**config.mk**
```make
export PLATFORM = sky130hd
export DESIGN_NAME = sync_debounce_edge
export DESIGN_NICKNAME = d
export VERILOG_FILES = /design/src/rtl/sync_debounce_edge_pkg.sv /design/src/rtl/sync_debounce_edge_press_counter.sv /design/src/rtl/sync_debounce_edge.sv
export SDC_FILE = /design/constraint.sdc
export NUM_CORES = 1
export LEC_CHECK = 0
export CAP_MARGIN = 40
export CORE_AREA = 8 8 67 52
export CTS_CLUSTER_DIAMETER = 120
export CTS_CLUSTER_SIZE = 8
export DETAILED_ROUTE_END_ITERATION = 16
export DIE_AREA = 0 0 75 60
export HOLD_SLACK_MARGIN = 0.02
export PLACE_DENSITY = 0.62
export SKIP_LAST_GASP = 1
export SLEW_MARGIN = 20
export SYNTH_ARGS = -nofsm -noshare
export SYNTH_HDL_FRONTEND = slang
export SYNTH_SLANG_ARGS = --single-unit
```
**constraint.sdc**
```tcl
create_clock -name clk -period 2.25 [get_ports clk]
set_input_delay 0.45 -clock clk [delete_from_list [all_inputs] [get_ports clk]]
set_output_delay 0.45 -clock clk [all_outputs]
set_load 0.01 [all_outputs]
```
**src/rtl/sync_debounce_edge_pkg.sv**
```systemverilog
// sync_debounce_edge_pkg
// Shared constants for the debouncer slice:
//   - 2-bit FSM state encodings (STABLE_LO, WAIT_HI, STABLE_HI, WAIT_LO)
//   - default qualification length used when DEBOUNCE_CYCLES is not overridden
// The encodings are chosen so that bit 1 of a stable state equals its level.
package sync_debounce_edge_pkg;

   localparam logic [1:0] STABLE_LO = 2'b00;
   localparam logic [1:0] WAIT_HI   = 2'b01;
   localparam logic [1:0] STABLE_HI = 2'b11;
   localparam logic [1:0] WAIT_LO   = 2'b10;

   localparam int DEBOUNCE_CYCLES_DEFAULT = 4;

endpackage

```
**src/rtl/sync_debounce_edge_press_counter.sv**
```systemverilog
// press_counter
// CNT_W-bit enable counter with synchronous active-low reset. Counts accepted
// rising edges for the debouncer.
//
// Ports:
//   clk      - system clock, rising edge
//   rst_n    - synchronous active-low reset, clears the count
//   en_i     - one-cycle increment request
//   count_o  - current count
//
// Build option: PRESS_COUNT_SAT_EN
//   defined   -> count saturates at 2^CNT_W-1
//   undefined -> count wraps modulo 2^CNT_W
module press_counter
#(
   parameter int CNT_W = 8
)
(
   input  logic             clk,
   input  logic             rst_n,
   input  logic             en_i,
   output logic [CNT_W-1:0] count_o
);

   logic [CNT_W-1:0] count_q;
   logic [CNT_W-1:0] count_d;

   // Next count: hold unless enabled; at the maximum either hold or wrap
   // depending on the build option.
   always_comb begin
      count_d = count_q;
      if (en_i) begin
`ifdef PRESS_COUNT_SAT_EN
         if (count_q != {CNT_W{1'b1}}) begin
            count_d = count_q + CNT_W'(1);
         end
`else
         count_d = count_q + CNT_W'(1);
`endif
      end
   end

   // Count register; reset wins over any increment in the same cycle.
   always_ff @(posedge clk) begin
      if (!rst_n) begin
         count_q <= '0;
      end else begin
         count_q <= count_d;
      end
   end

   assign count_o = count_q;

endmodule

```
**src/rtl/sync_debounce_edge.sv**
```systemverilog
// sync_debounce_edge
// Debounces an already-synchronised input: a new level is accepted only after
// DEBOUNCE_CYCLES consecutive samples of it. Produces the debounced level,
// registered one-cycle rise/fall pulses and a count of accepted rising edges.
//
// Ports:
//   clk          - system clock, rising edge
//   rst_n        - synchronous active-low reset
//   input_sync   - synchronised raw input
//   level_out    - debounced level
//   rise_pulse   - one cycle high when level_out goes 0->1
//   fall_pulse   - one cycle high when level_out goes 1->0
//   press_count  - accepted rising edges (CNT_W bits)
//
// Build option: PRESS_COUNT_SAT_EN (handled inside press_counter) makes
// press_count saturate instead of wrapping.
module sync_debounce_edge
   import sync_debounce_edge_pkg::*;
#(
   parameter int DEBOUNCE_CYCLES = DEBOUNCE_CYCLES_DEFAULT,
   parameter int CNT_W           = 8
)
(
   input  logic             clk,
   input  logic             rst_n,
   input  logic             input_sync,
   output logic             level_out,
   output logic             rise_pulse,
   output logic             fall_pulse,
   output logic [CNT_W-1:0] press_count
);

   localparam int            CW       = (DEBOUNCE_CYCLES > 1) ? $clog2(DEBOUNCE_CYCLES) : 1;
   localparam logic [CW-1:0] CNT_LAST = CW'(DEBOUNCE_CYCLES - 1);
   localparam logic [CW-1:0] CNT_ONE  = CW'(1);

   logic [1:0]    state_q, state_d;
   logic [CW-1:0] cnt_q, cnt_d;
   logic          level_q, level_d;
   logic          rise_q, rise_d;
   logic          fall_q, fall_d;
   logic          inc;

   // Qualification FSM. The counter holds how many consecutive samples of the
   // candidate level have been seen; the sample that would make it reach
   // DEBOUNCE_CYCLES is the accepting one, so it never exceeds CNT_LAST.
   always_comb begin
      state_d = state_q;
      cnt_d   = cnt_q;
      level_d = level_q;
      rise_d  = 1'b0;
      fall_d  = 1'b0;
      inc     = 1'b0;
      case (state_q)
         STABLE_LO: begin
            if (input_sync) begin
               state_d = WAIT_HI;
               cnt_d   = CNT_ONE;
            end else begin
               cnt_d   = '0;
            end
         end
         WAIT_HI: begin
            if (!input_sync) begin
               state_d = STABLE_LO;
               cnt_d   = '0;
            end else if (cnt_q == CNT_LAST) begin
               state_d = STABLE_HI;
               cnt_d   = '0;
               level_d = 1'b1;
               rise_d  = 1'b1;
               inc     = 1'b1;
            end else begin
               cnt_d   = cnt_q + CNT_ONE;
            end
         end
         STABLE_HI: begin
            if (!input_sync) begin
               state_d = WAIT_LO;
               cnt_d   = CNT_ONE;
            end else begin
               cnt_d   = '0;
            end
         end
         WAIT_LO: begin
            if (input_sync) begin
               state_d = STABLE_HI;
               cnt_d   = '0;
            end else if (cnt_q == CNT_LAST) begin
               state_d = STABLE_LO;
               cnt_d   = '0;
               level_d = 1'b0;
               fall_d  = 1'b1;
            end else begin
               cnt_d   = cnt_q + CNT_ONE;
            end
         end
         default: begin
            state_d = STABLE_LO;
            cnt_d   = '0;
         end
      endcase
   end

   // State, counter and output registers. Reset takes priority, so an
   // acceptance landing on a reset edge is discarded along with its pulse.
   always_ff @(posedge clk) begin
      if (!rst_n) begin
         state_q <= STABLE_LO;
         cnt_q   <= '0;
         level_q <= 1'b0;
         rise_q  <= 1'b0;
         fall_q  <= 1'b0;
      end else begin
         state_q <= state_d;
         cnt_q   <= cnt_d;
         level_q <= level_d;
         rise_q  <= rise_d;
         fall_q  <= fall_d;
      end
   end

   press_counter #(
      .CNT_W (CNT_W)
   ) u_press_counter (
      .clk     (clk),
      .rst_n   (rst_n),
      .en_i    (inc),
      .count_o (press_count)
   );

   assign level_out  = level_q;
   assign rise_pulse = rise_q;
   assign fall_pulse = fall_q;

endmodule

```
==> reports/qor.yml, run 1 <==
status: "complete, no violations"
hold_viol: 0
critPathLaunchType: "input port"
grt.met3_usage_pct: 2.51
io_pins: 14
clkPwrFrac_pct: 26.4
h-tree-depth: 1
finalPower_mw: 0.582
maxSlewViolCount: 0
viasPerCell: 4.73
drtIter0Drc: 40
met1_usage_pct: 9.88
drtPass1Iterations: 4
setup_viol: 0
grt_busiest_layer: "met2"
rows: 16
post-place-cells: 139
finalInstanceArea_mm2: 0.00102
cts_root_buf: "clkbuf_4"
p_comb_share_pct: 23.2
gr-total-overflow: 0
cts_hold_buffers: 0
fin_cells: 143
synth_cell_type_count: 29
syn-num-nets: 104
wl_per_cell_um: 11.8
post_cts_buffers: 0
reg2reg_slack_ns: 0.53
die_w_um: 75
synth_edf_count: 0
critPathKind: "in2reg"
sw_frac_of_total_pct: 29.9
finalClockSkew_ns: 0.00773
timing.final.crit_share_pct: 82.5
max_freq_mhz: 539
grt_max_degree: 14
drc: 0
antenna_found_initial: 0
place_hpwl_um: 1300
worst_pin_slew_ns: 0.434
async_reset_ff_share_pct: 0
grt_pass1_wl_um: 2770
layout-drive-gt1-share_pct: 4.67
cp.required_ns: 2.47
clock_sinks: 15
vdd_ir_drop_max_mv: 0.242
clk_latency_ns: 0.29
synth-seq-cells: 15
slew_headroom_pct: 71.0
mappedNetlistArea_um2: 816
cts-buffers-inserted: 3
rsz0062_at_grt: "false"
grt_pass1_vias: 623
power_leakage_nw: 0.368
grtUsageMet2_pct: 12.2
tns_ns: 0
synthFlopType: "dfxtp_1"
seq_power_share_pct: 50.4
vias: 676
p_per_area_mw_per_mm2: 573
wl_um: 1680
worstSetupEndpointType: "flop"
hold_path_class: "reg2reg"
track_usage_pct: 7.83
die_y_um: 60
ant_nets: 0
die_area_mm2: 0.00450
start_util_pct: 32.1
holdWs_ns: 0.478
ys_seq_area_share_pct: 36.8
drv_cap: 0
synth_warnings: 0
syn_inst: 91
area_delta_synth_final_pct: 24.5
io_buffer_count: 13
critical_path_arrival_ns: 2.08
n_antenna_cell: 0
cts_tree: "yes"
internal_power_mw: 0.408
switchingPower_mw: 0.174
coreArea_mm2: 0.00254
nNetsFinal: 121
cts_buffer_depth: 2
fin_crit_ns: 1.86
cts_resized: 0
place_area_um2: 990
gp_congestion: 0.782
clk_pin_slew_ns: 0.09
path_max_fanout: 13
syn_avg_cell_area_um2: 8.96
-- power by group through the flow --
stage                     clock network, mW  logic, mW  registers [mW]
after floorplan                           0     0.0950           0.299
after global placement                    0      0.132           0.298
after detailed placement                  0      0.135           0.299
after CTS                             0.161      0.135           0.293
after global routing                  0.173      0.151           0.295
final                                 0.154      0.135           0.293
-- routing by layer --
layer,vias to the layer above,wire length (um)
li1,355,-
met1,310,814
met2,7,784
met3,4,58
met4,0,26
met5,-,0
-- worst max-delay path, stage by stage --
cell,delay (ns)
clkdlybuf4s50_1,0.73
nand3_4,0.20
or4_1,0.54
a21oi_1,0.15
-- placed cells by master, fill, tap and decap left out, drive strengths merged --
cell           instances
nand2                  7
mux2i                  3
inv                    4
o21a                   1
a21oi                  7
clkbuf                 4
and2                   1
buf                    1
dfxtp                 15
o31a                   1
ha                    10
or3                    3
nor3                   1
xnor2                  1
o21ai                  6
clkdlybuf4s50         13
nor2b                  2
nand4                  3
a221oi                 1
mux2                   1
and4                   1
xor2                   1
or4                    2
nand3                  2
a211oi                 1
nand2b                 3
o31ai                  2
nor2                   9
a32oi                  1
-- synth_stat cells, types with 2 or more instances --
cell type	count	area share (%)
or3_1	3	2.3
o21ai_0	6	3.7
nand2b_1	3	2.3
ha_1	10	15
nor2_1	9	4.1
or4_1	2	1.8
nor2b_1	2	1.5
nand4_1	3	2.3
o31ai_1	2	1.8
inv_1	4	1.8
a21oi_1	7	4.3
mux2i_1	3	3.7
dfxtp_1	15	37
nand2_1	7	3.2
-- registers in the layout, indices dropped and copies added (netlist names) --
signal and count:
u_press_counter.count_o 8, fall_pulse 1, state_q 2, rise_pulse 1, cnt_q 2, level_out 1
-- path summary, 6_finish.rpt --
check | startpoint | endpoint | depth (start not counted)
max reg2reg | state_q[1] | u_press_counter.count_o[7] | 5
min reg2reg | level_out | level_out | 1
max | input_sync | u_press_counter.count_o[7] | 4
min | level_out | level_out | 1
-- stage by stage --
step,setup WS (ns),util [%]
2_1_floorplan,0.713,-
3_3_place_gp,0.180,38.9
3_5_place_dp,0.0902,38.9
4_1_cts,0.407,40.0
5_1_grt,0.319,40.0
6_report,0.394,40.0
-- kinds of logic after synthesis --
| kind of cell | synth area share (%) |
|---|---|
| AOI/OAI and AO/OA | 14.9 |
| xor gates and xnor gates | 2.15 |
| adders and majority gates | 15.3 |
| buffers and inverters | 2.91 |
| DFF | 36.8 |
| muxes | 5.06 |
| and+or+nand+nor | 22.9 |
-- layout make-up --
cell class              instances  area [um^2]
inverters                       4         15.0
flip-flops and latches         15          300
multi-input cells              70          492
fillers                       266         1530
clock buffers                   4         26.3
well taps                      36         45.0
repair buffers                 14          138
Note: power is estimated with default switching activity, not from simulation.
==> inputs of run 2 (changes only) <==
- clock period: 2.25 -> 1.75 ns (I/O delays scaled with it)
==> run 2 against run 1 <==
Combinational power is 39% higher; sequential share of layout area is 1.3 points lower; clock skew is 0.0033 ns lower; cell count is 4.2% higher; non-clock buffer count is 6 higher; wire length is 3.7% higher; critical path type is now reg2out; highest routed layer unchanged.
==> reports/qor.yml, run 2 (synthesis gave the netlist of run 1 again) <==
cp.required_ns: 1.40
drc: 0
critPathLaunchType: "flop"
fillerInstances: 249
layout-drive-gt1-share_pct: 10.6
wl_um: 1750
setup_viol: 0
place_hpwl_um: 1330
start_util_pct: 32.1
hold_path_class: "reg2reg"
die_w_um: 75
clk_pin_slew_ns: 0.10
die_area_mm2: 0.00450
ant_nets: 0
drtIter0Drc: 31
final_common_cell: "dfxtp_1"
fin_ws_ns: 0.0812
worstHoldStart: "u_press_counter.count_o[7]"
worstPathCellList: "clkdlybuf4s50_1"
area_delta_synth_final_pct: 30.2
startpoint: "u_press_counter.count_o[3]"
gr-total-overflow: 0
coreArea_mm2: 0.00254
gp_congestion: 0.782
timing.rr.start: "state_q[1]"
rows: 16
viasPerCell: 4.72
path_max_fanout: 7
holdWs_ns: 0.500
io_buffer_count: 13
post_cts_buffers: 0
antenna_found_initial: 0
track_usage_pct: 8.34
slew_headroom_pct: 82.2
fin_crit_ns: 1.67
status: "complete, no violations"
cts_root_buf: "clkbuf_4"
layout_common_cells: "15 x dfxtp_1, 13 x clkdlybuf4s50_1, 10 x ha_1"
cts_buffer_depth: 2
worstSetupEndpointType: "primary output"
finalClockSkew_ns: 0.00445
cts-buffers-inserted: 3
clock_sinks: 15
grt_pass1_wl_um: 2870
cts_hold_buffers: 0
place_ws_ns: -0.0425
p_per_area_mw_per_mm2: 733
vdd_ir_drop_max_mv: 0.380
regArea_um2: 300
max_freq_mhz: 599
wl_per_cell_um: 11.7
die_y_um: 60
vias: 703
multi_input_area_um2: 492
n_antenna_cell: 0
max_stage_delay_ns: 0.59
cts_tree: "yes"
io_pins: 14
drv_cap: 0
hold_viol: 0
maxSlewViolCount: 0
critPathKind: "reg2out"
crit_path_top_delay_cell: "clkdlybuf4s50_1"
h-tree-depth: 1
crit_buf_inv: 1
rsz0062_at_grt: "false"
worst_pin_slew_ns: 0.268
finalPower_mw: 0.779
power_leakage_nw: 0.398
drtPass1Iterations: 4
cts_resized: 0
grt_max_degree: 11
cpLargestDelayFamily: "buffers and inverters"
timing.final.crit_share_pct: 95.4
largest_reg_flops: 8
grt_pass1_vias: 666
critical_path_arrival_ns: 1.32
clk_latency_ns: 0.29
nNetsFinal: 127
[run 2: cell count changes in the layout (fill, tap and decap cells not counted)]
| cell | before | now |
|---|---|---|
| clkbuf_1 | 1 | 0 |
| clkinv_2 | 0 | 1 |
| buf_4 | 1 | 7 |
[run 2: final cells by class]
type | count | area share, %
Clock buffer | 3 | 2.12
Tap cell | 36 | 4.24
Timing Repair Buffer | 20 | 17.2
Multi-Input combinational cell | 70 | 46.3
Clock inverter | 1 | 0.471
Inverter | 4 | 1.41
Sequential cell | 15 | 28.3
[run 2: path summary, 6_finish.rpt]
path | slack [ns] | endpoint | cells after the start
max | 0.08 | press_count[3] | 1
min | 0.50 | u_press_counter.count_o[7] | 2
max reg2reg | 0.16 | u_press_counter.count_o[7] | 5
min reg2reg | 0.50 | u_press_counter.count_o[7] | 2
[run 2: report_power, final]
group	total [mW]	internal [mW]	switching (mW)	leakage, nW
Sequential	0.378	0.359	0.0191	0.121
Clock	0.212	0.0851	0.127	0.0177
Combinational	0.188	0.0882	0.100	0.258
[run 2: metrics by stage]
step,TNS (ns),std cells,instance area [um^2],util (%)
3_3_place_gp,-0.0235,145,1030,40.7
6_report,0,149,1060,41.8
3_5_place_dp,-0.0814,145,1030,40.7
2_1_floorplan,0,91,816,-
4_1_cts,0,149,1060,41.8
5_1_grt,0,149,1060,41.8
[run 2: layer usage]
metal	GRT usage [%]	wire length, um
met1	10.4	843
met2	12.5	806
met3	2.01	67
met4	5.00	30
met5	0	0
==> inputs of run 3 (changes only) <==
- PLACE_DENSITY: 0.62 -> not set
==> run 3 against run 2 <==
Global-route usage is 0.79 points higher; worst hold slack got worse by 0.025 ns; die area unchanged; cell area fell by 0.12%; non-clock buffer count unchanged; wire length up 5.0%; clock power shrank 7%; count of clock-buffer cells in the layout is 1 higher; first-iteration DRC count increased by 97%; worst setup slack worse by 0.0081 ns; largest cell class unchanged; largest power group unchanged; highest routed layer unchanged.
==> reports/qor.yml, run 3 (synthesis gave the netlist of run 1 again) <==
vias: 698
finalClockSkew_ns: 0.00443
post-place-cells: 145
area_delta_synth_final_pct: 30.1
status: "complete, no violations"
max_freq_mhz: 596
clk_pin_slew_ns: 0.08
reg2reg_to: "u_press_counter.count_o[7]"
max_stage_delay_ns: 0.59
clk_latency_ns: 0.28
maxSlewViolCount: 0
timing.final.crit_share_pct: 95.8
cts_tree: "yes"
crit_buf_inv: 1
finalPower_mw: 0.760
wl_um: 1840
crit_cells: 1
fin_crit_ns: 1.68
nNetsFinal: 127
drv_cap: 0
setup_viol: 0
drtPass1Iterations: 4
worstPathCellList: "clkdlybuf4s50_1"
viasPerCell: 4.68
finalInstanceArea_mm2: 0.00106
cts_resized: 0
die_area_mm2: 0.00450
worstHoldStart: "level_out"
critPathLaunchType: "flop"
start_util_pct: 32.1
die_w_um: 75
slew_headroom_pct: 79.4
critPathKind: "reg2out"
r2r_cells: 4
clock_sinks: 15
n_antenna_cell: 0
cts_root_buf: "clkbuf_4"
largest_reg_flops: 8
p_per_area_mw_per_mm2: 716
cts_buffer_depth: 2
cpLargestDelayFamily: "buffers and inverters"
cp.required_ns: 1.40
h-tree-depth: 1
grt_max_degree: 12
path_max_fanout: 7
place_area_mm2: 0.00103
crit_path_top_delay_cell: "clkdlybuf4s50_1"
antenna_found_initial: 0
holdWs_ns: 0.475
ant_nets: 0
layout_common_cells: "15 x dfxtp_1, 13 x clkdlybuf4s50_1, 10 x ha_1"
timing.rr.start: "state_q[0]"
worst_pin_slew_ns: 0.308
gp_congestion: 0.800
reg2reg_slack_ns: 0.18
rsz0062_at_grt: "false"
die_y_um: 60
final_common_cell: "dfxtp_1"
power_leakage_nw: 0.394
critical_path_arrival_ns: 1.33
coreArea_mm2: 0.00254
grt_pass1_vias: 670
drc: 0
wl_per_cell_um: 12.3
cts_hold_buffers: 0
hold_path_class: "reg2reg"
fin_cells: 149
holdPathEnd: "level_out"
io_buffer_count: 13
gr-total-overflow: 0
layout-drive-gt1-share_pct: 9.73
hold_viol: 0
grt_pass1_wl_um: 3170
holdPathStages: 1
worstSetupEndpointType: "primary output"
vdd_ir_drop_max_mv: 0.462
io_pins: 14
drtIter0Drc: 61
post_cts_buffers: 0
cts-buffers-inserted: 3
rows: 16
tns_ns: 0
track_usage_pct: 9.13
[run 3: changes by cell type in the layout (fill, tap and decap cells not counted)]
| cell | delta |
|---|---|
| clkbuf_1 | +1 |
| clkinv_2 | -1 |
[run 3: final cells by class]
type                            count  area, um^2
Tap cell                           36        45.0
Sequential cell                    15         300
Fill cell                         261        1480
Inverter                            4        15.0
Multi-Input combinational cell     70         492
Timing Repair Buffer               20         183
Clock buffer                        4        26.3
[run 3: per-layer routing]
layer  vias to the layer above  wire (um)  GRT usage, %
li1                        365          -             -
met1                       322        941          12.1
met2                         9        785          13.1
met3                         2         87          3.02
met4                         0         21          3.33
met5                         -          0             0
[run 3: power breakdown]
group | internal (mW) | switching (mW)
Combinational | 0.0876 | 0.0987
Clock | 0.0884 | 0.108
Sequential | 0.359 | 0.0180
Total | 0.535 | 0.225
[run 3: stage by stage]
stage	setup slack, ns	util (%)
2_1_floorplan	0.213	-
3_3_place_gp	-0.0290	40.7
3_5_place_dp	-0.0844	40.7
4_1_cts	0.0453	41.7
5_1_grt	0.0129	41.7
6_report	0.0731	41.7
[run 3: worst max path at each step]
stage / slack, ns / endpoint / start
global route: 0.01 / press_count[2] / u_press_counter.count_o[2]
global placement: -0.03 / state_q[1] / input_sync
detailed placement: -0.08 / state_q[1] / input_sync
floorplan: 0.21 / u_press_counter.count_o[5] / state_q[1]
CTS: 0.05 / press_count[2] / u_press_counter.count_o[2]
finish: 0.07 / press_count[3] / u_press_counter.count_o[3]
